--- config.mk ---
export PLATFORM = sky130hd
export DESIGN_NAME = memory_stage
export DESIGN_NICKNAME = d
export VERILOG_FILES = /design/src/rtl/pipeline_pkg.sv /design/src/rtl/data_ram.sv /design/src/rtl/memory_stage.sv
export SDC_FILE = /design/constraint.sdc
export NUM_CORES = 2
export LEC_CHECK = 0
export ABC_CLOCK_PERIOD_IN_PS = 5500
export CORE_ASPECT_RATIO = 1.4
export CORE_MARGIN = 2
export CORE_UTILIZATION = 50
export CTS_CLUSTER_DIAMETER = 50
export DETAILED_ROUTE_END_ITERATION = 16
export MAX_ROUTING_LAYER = met4
export PLACE_DENSITY_LB_ADDON = 0.12
export RECOVER_POWER = 100
export SLEW_MARGIN = 20
export SYNTH_ARGS = -nofsm -noshare
export SYNTH_HDL_FRONTEND = slang
export SYNTH_SLANG_ARGS = --single-unit
--- constraint.sdc ---
create_clock -name CLK -period 5.5 [get_ports CLK]
set_input_delay 1.65 -clock CLK [delete_from_list [all_inputs] [get_ports CLK]]
set_output_delay 1.65 -clock CLK [all_outputs]
set_load 0.02 [all_outputs]
--- src/rtl/pipeline_pkg.sv ---
// Definitions shared by the execution register, the memory stage and the register file.
package pipeline_pkg;

  localparam int DATA_W     = 16;
  localparam int REG_ADDR_W = 4;
  localparam int CNT_W      = 4;

  typedef enum logic [0:0] {
    ST_IDLE      = 1'b0,
    ST_LOAD_WAIT = 1'b1
  } state_t;

endpackage

--- src/rtl/data_ram.sv ---
// Word-addressed data RAM: synchronous write, combinational read.
module data_ram
  import pipeline_pkg::*;
#(
  parameter int ADDR_W = 8
) (
  input  logic              i_clk,
  input  logic              i_we,
  input  logic [ADDR_W-1:0] i_waddr,
  input  logic [DATA_W-1:0] i_wdata,
  input  logic [ADDR_W-1:0] i_raddr,
  output logic [DATA_W-1:0] o_rdata
);

  logic [DATA_W-1:0] r_mem [2**ADDR_W];

  // NOTE: the array has no reset; clearing it would force a flop-based
  // implementation instead of a RAM macro.
  always_ff @(posedge i_clk) begin
    if (i_we) r_mem[i_waddr] <= i_wdata;
  end

  assign o_rdata = r_mem[i_raddr];

endmodule

--- src/rtl/memory_stage.sv ---
// Pipeline memory stage: stores complete in one cycle, loads stall upstream for
// READ_LATENCY cycles before producing the registered writeback bundle.
module memory_stage
  import pipeline_pkg::*;
#(
  parameter int ADDR_W       = 8,
  parameter int READ_LATENCY = 2
) (
  input  logic                  CLK,
  input  logic                  RST,
  input  logic [DATA_W-1:0]     data_val_in,
  input  logic [DATA_W-1:0]     result_in,
  input  logic [REG_ADDR_W-1:0] c_addr_in,
  input  logic                  reg_write_in,
  input  logic                  data_read_in,
  input  logic                  data_write_in,
  output logic [DATA_W-1:0]     wb_data,
  output logic [REG_ADDR_W-1:0] wb_addr,
  output logic                  wb_en,
  output logic                  stall
);

  localparam logic [CNT_W-1:0] LP_LATENCY = CNT_W'(READ_LATENCY);

  state_t                  r_state;
  logic [CNT_W-1:0]        r_cnt;
  logic [ADDR_W-1:0]       r_ld_addr;
  logic [REG_ADDR_W-1:0]   r_ld_reg;
  logic                    r_ld_we;

  logic [ADDR_W-1:0]       w_addr;
  logic                    w_ram_we;
  logic [DATA_W-1:0]       w_rdata;

  assign w_addr   = result_in[ADDR_W-1:0];
  // A simultaneous read and write request is a load; the store half is dropped.
  assign w_ram_we = (r_state == ST_IDLE) && data_write_in && !data_read_in;

  data_ram #(.ADDR_W(ADDR_W)) u_data_ram (
    .i_clk   (CLK),
    .i_we    (w_ram_we),
    .i_waddr (w_addr),
    .i_wdata (data_val_in),
    .i_raddr (r_ld_addr),
    .o_rdata (w_rdata)
  );

  // NOTE: all state here uses non-blocking assignments so every register
  // samples pre-edge values, independent of statement order.
  always_ff @(posedge CLK or posedge RST) begin
    if (RST) begin
      r_state   <= ST_IDLE;
      r_cnt     <= '0;
      r_ld_addr <= '0;
      r_ld_reg  <= '0;
      r_ld_we   <= 1'b0;
      wb_data   <= '0;
      wb_addr   <= '0;
      wb_en     <= 1'b0;
      stall     <= 1'b0;
    end else begin
      case (r_state)
        ST_IDLE: begin
          if (data_read_in) begin
            r_ld_addr <= w_addr;
            r_ld_reg  <= c_addr_in;
            r_ld_we   <= reg_write_in;
            r_cnt     <= LP_LATENCY;
            stall     <= 1'b1;
            wb_en     <= 1'b0;
            r_state   <= ST_LOAD_WAIT;
          end else begin
            wb_en   <= reg_write_in;
            wb_data <= result_in;
            wb_addr <= c_addr_in;
          end
        end
        ST_LOAD_WAIT: begin
          r_cnt <= r_cnt - 1'b1;
          // Counter reaches zero on this edge: retire the load.
          if (r_cnt == CNT_W'(1)) begin
            wb_data <= w_rdata;
            wb_addr <= r_ld_reg;
            wb_en   <= r_ld_we;
            stall   <= 1'b0;
            r_state <= ST_IDLE;
          end
        end
        default: r_state <= ST_IDLE;
      endcase
    end
  end

endmodule
After elaboration in Yosys (flattened, before gate mapping):

Memories as Yosys holds them, arrays and structs flattened.
Index checks and enable logic that the tools add are counted.
W data, S select, Z words.

* $add $sub $neg: 1
* multipliers: 0
* divide/modulo/power cells: 0
* magnitude comparators: 0
* eq/ne operators: 4
* shift operators: 0
* mux-type cells: 19
* bitwise operators: 1
* reduce and logical (&&, ||, !) cells: 6

Operator list (count)
* $mux W16: 2
* $pmux W16 S2: 1
* $pmux W4 S2: 2
* $mux W4: 3
* $mux W1: 8
* $pmux W1 S2: 3
* $reduce_and A2 Y1: 3
* $eq A4 B1 Y1 const B: 1
* $ne A2 B2 Y1 const B: 2
* $sub A4 B1 Y4 const B: 1
* $logic_and A1 B1 Y1: 2
* $ne A2 B1 Y1 const B: 1
* $logic_not A1 Y1: 1
* $not A1 Y1: 1

* register bits: 40
* latch bits: 0
* memory bits (writable): 4096
* bits in read-only memories: 0
* bits of input ports: 41
* output and inout port bits: 22
* word-level logic and storage cells: 41
* memories kept: 1

Memory list
* u_data_ram.r_mem: words 256, width 16, read ports 1, clocked after Yosys merged registers in 0, write ports 1, RTL line data_ram.sv:15 `logic [DATA_W-1:0] r_mem [2**ADDR_W];`

Longest topological paths before layout:

* depth after elaboration: 5
* mapped depth: 14
* mapped depth without buffers: 10

Modules after synthesis:

A second synthesis with hierarchy kept.

* cells, all modules: 7474
* area, all modules: 160333.8 sq um

Modules (own cells, without submodules)
* data_ram: times used 1, cells each 7344, area each 158394.4 sq um, sequential area each 122998.0 sq um
* memory_stage: times used 1, cells each 130, area each 1939.4 sq um, sequential area each 1001.0 sq um

Worst setup path after synthesis:

No wires, ideal clock.

* path kind: input port to flip-flop
* from: input data_read_in
* to: memory u_data_ram.r_mem[222][0], enable pin
* library setup time: 0.388 ns
* arrival: 3.860 ns
* required time: 5.112 ns
* setup slack: 1.252 ns
* stages on the path: 7
* buffers on the path: 2
* path through: clkbuf_1 > nor2_1 > nand2_1 > nor3_1 > nand3_1 > clkbuf_1 > nor2_1

* cells in the longest elaborated chain, start to end: 4

Ends and longest elaborated chain
* start, declared: RTL line memory_stage.sv:15 `input logic data_read_in,`
* $logic_not A1 Y1: RTL line memory_stage.sv:37 `assign w_ram_we = (r_state == ST_IDLE) && data_write_in && !data_read_in;`
* $logic_and A1 B1 Y1: RTL line memory_stage.sv:37
* $mux W1: RTL line data_ram.sv:20 `if (i_we) r_mem[i_waddr] <= i_wdata;`
* $mux W1 (not written as such): RTL line data_ram.sv:20
* end, declared: RTL line data_ram.sv:15

No other way between the ends.

Final worst setup path:

* from: input result_in[0]
* to: memory u_data_ram.r_mem[60][5], enable pin

RTL lines
* start, declared: RTL line memory_stage.sv:12 `input logic [DATA_W-1:0] result_in,`

No word-level cell before the write port.

==> results_dict.tcl <==
set metrics [dict create \
    yosysTopAreaCell "edfxtp_1" \
    yosys-top-cells-area "edfxtp_1, mux4_2, mux2i_1" \
    synth_top_area_share_pct 77.31 \
    period_needed_ns 5.210 \
    cts_buffers 385 \
    slew_violations 2374 \
    place_congestion 0.9834 \
    use_met3_pct 4.365 \
    placed_cells 11580 \
    multi_input_area_um2 33170 \
    violations "capacitance limit, slew limit" \
    timing.rr.start "r_ld_addr[1]$_DFFE_PP0P_" \
    via_per_inst 6.453 \
    ant_nets 0 \
    num_vias 79350 \
    hp-start "wb_addr[3]$_DFFE_PP0P_" \
    grt_pass1_wl_mm 643.7 \
    path_class "primary input to flip-flop" \
    avgSynthCellArea_um2 22.23 \
    drive_above_1_share_pct 23.58 \
    max_freq_mhz 191.9 \
    holdPathStages 2 \
    yosys_warnings 0 \
    synth_most_common_cell "edfxtp_1" \
    max_flop_register "u_data_ram.r_mem" \
    fin_crit_sh_pct 94.73 \
    overflow 0 \
    clockBufferDepth 4 \
    clock_sinks 4136 \
    finalNonFillerCells 12300 \
    tns_ns 0 \
    design_area_um2 179400 \
    cts_resized 0 \
    cts_max_level 5 \
    ir_worst_vdd_uv 468.7 \
    portBuffers 62 \
    ys_seq_area_share_pct 77.94 \
    clockRootBuffer "clkbuf_16" \
    synth_edf_count 4096 \
    mappedNetlistArea_um2 159100 \
    reg_top3 "u_data_ram.r_mem (4096), wb_data (16), r_ld_addr (8)" \
    io_pins 63 \
    grtUsageMet2_pct 48.45 \
    clkLatencyLatePin_ns 0.93 \
    tightest_slew_ns 4.355 \
    cts_tree "built" \
    drtIter0Drc 10610 \
    dr.pass1.iters 9 \
    antenna_found_initial 28 \
    powerDensity_nw_per_um2 499.0 \
    grt_pass1_vias 78620 \
    grt_usage_pct 29.81 \
    worst_r2r_endpoint "wb_data[11]$_DFFE_PP0P_" \
    initial_core_util_pct 50.15 \
    dieArea_um2 322800 \
    arrival_ns 5.72 \
    cp-start-kind "primary input" \
    final.fill_count 23520 \
    drv_cap 52 \
    die_w_um 480.7 \
    ys_types 57 \
    synth_common_cells "edfxtp_1, mux4_2, nor2_1" \
    status "complete, but fails checks" \
    syn_inst 7156 \
    relSlewSlack_pct -190.3 \
    wirelength_mm 468.6 \
    path_clk_slew_ns 0.06 \
    fin_nets 7813 \
    routedWlPerCell_um 38.10 \
    crit_path_end_kind "flip-flop" \
    finalPower_mw 89.51 \
    synth_nets 7199 \
    crit_fanout 15 \
    post_cts_buffers 0 \
    postCtsHoldBufs 0 \
    synthToLayoutAreaGrowth_pct 12.74 \
    critPathRequiredTime_ns 6.01 \
    seq_area_um2 124000 \
    post-route-drc-count 0 \
    post-place-ws_ns 0.5876 \
    synthFlopType "edfxtp_1" \
    die_y_um 671.4 \
    synth-seq-cells 4136 \
    place_area_um2 168400 \
    synthArstFlopShare_pct 0.9671 \
    core_area_um2 317300 \
    fin_ws_ns 0.2898 \
    grt_start_max_net_pins 105 \
    holdPathEnd "wb_addr[3]$_DFFE_PP0P_" \
    hpwl_mm 299.4 \
    hold_viol 0 \
    top_usage_layer "met2" \
    fin_skew_ns 0.05182 \
    reg2reg_depth 11 \
    largest_register_ffs 4096 \
    rsz0062_at_grt "no" \
    power.leakage_nw 55.53 \
    regToRegSetupSlack_ns 0.55 \
    rows 245 \
    holdCritPathClass "flip-flop to flip-flop" \
    setup_viol 0 \
    grtUsageMet1_pct 37.56 \
]
[worst max path at each step]
stage                                               endpoint  cells past startpoint  slack (ns)                startpoint
after global routing       u_data_ram.r_mem[52][0]$_DFFE_PP_                      8        0.40              data_read_in
final                      u_data_ram.r_mem[60][5]$_DFFE_PP_                      6        0.29              result_in[0]
after global placement     u_data_ram.r_mem[58][3]$_DFFE_PP_                      7        0.48              result_in[1]
after CTS                             wb_data[5]$_DFFE_PP0P_                     10        0.84  r_ld_addr[0]$_DFFE_PP0P_
after detailed placement  u_data_ram.r_mem[58][15]$_DFFE_PP_                      7        0.59              result_in[1]
after floorplan           u_data_ram.r_mem[222][0]$_DFFE_PP_                      7        1.25              data_read_in
[metrics by stage]
step                hold slack [ns]  utilization, %
floorplan                    0.4654               -
global placement             0.4639           53.07
detailed placement           0.4849           53.07
CTS                          0.4987           57.03
global route                 0.5174           56.53
finish                       0.4844           56.53
[layer usage]
metal,wire length (um),vias up
met2,236500,4113
met4,26100,0
met3,36470,871
li1,-,31510
met1,169500,42860
met5,0,-
[cells by family (layout without fill, tap and decap cells)]
group | count (synthesis) | after routing | share of synthesized area, %
AND/OR/NAND/NOR | 788 | 788 | 2.226
buffers and inverters | 426 | 1353 | 1.336
other | 0 | 16 | 0
multiplexers | 1308 | 1308 | 16.33
AO/OA/AOI/OAI | 496 | 496 | 2.150
flip-flops | 4136 | 4136 | 77.94
adder cells (fa/ha/maj) | 2 | 2 | 0.01573
[final cells by class]
cell class / instances / share of cell area, %
clock buffer: 471 / 5.715
sequential: 4136 / 69.15
clock inverter: 229 / 1.291
multi-input combinational: 2594 / 18.49
timing repair buffer: 645 / 2.383
tap: 4199 / 2.929
inverter: 8 / 0.02232
antenna: 16 / 0.02232
[layout by cell type, fill, tap and decap left out, types with 17 or more instances in the layout]
cell type and count:
a211oi_1 48, a21oi_1 103, a221oi_1 25, a22o_1 24
a22oi_1 32, a32oi_1 18, and2_1 22, buf_12 49
buf_4 174, bufinv_16 42, clkbuf_1 413, clkbuf_16 396
clkbuf_2 22, clkinv_1 89, clkinv_2 53, clkinvlp_4 18
dfrtp_1 33, dlygate4sd3_1 30, edfxtp_1 4096, mux2i_1 264
mux4_2 1029, nand2_1 223, nand2b_1 20, nand3_1 75
nor2_1 242, nor2_2 41, nor2b_1 17, nor3_1 50
o21ai_0 69, o221ai_1 57, o22ai_1 49
[worst max-delay path, cell delays in order]
cell and delay [ns]:
dlygate4sd3_1 0.83, nor3_1 0.19, nand3_1 0.17, clkbuf_1 2.01, nor2_1 0.26, clkbuf_1 0.55
[report_power, final]
group	internal (mW)	leakage (nW)	switching (mW)	total, mW
Clock	15.3	6.10	11.6	26.8
Combinational	10.5	12.2	16.7	27.2
Sequential	34.8	37.3	0.655	35.5
Total	60.6	55.5	28.9	89.5
No activity file was read; power rests on OpenSTA's default activity.
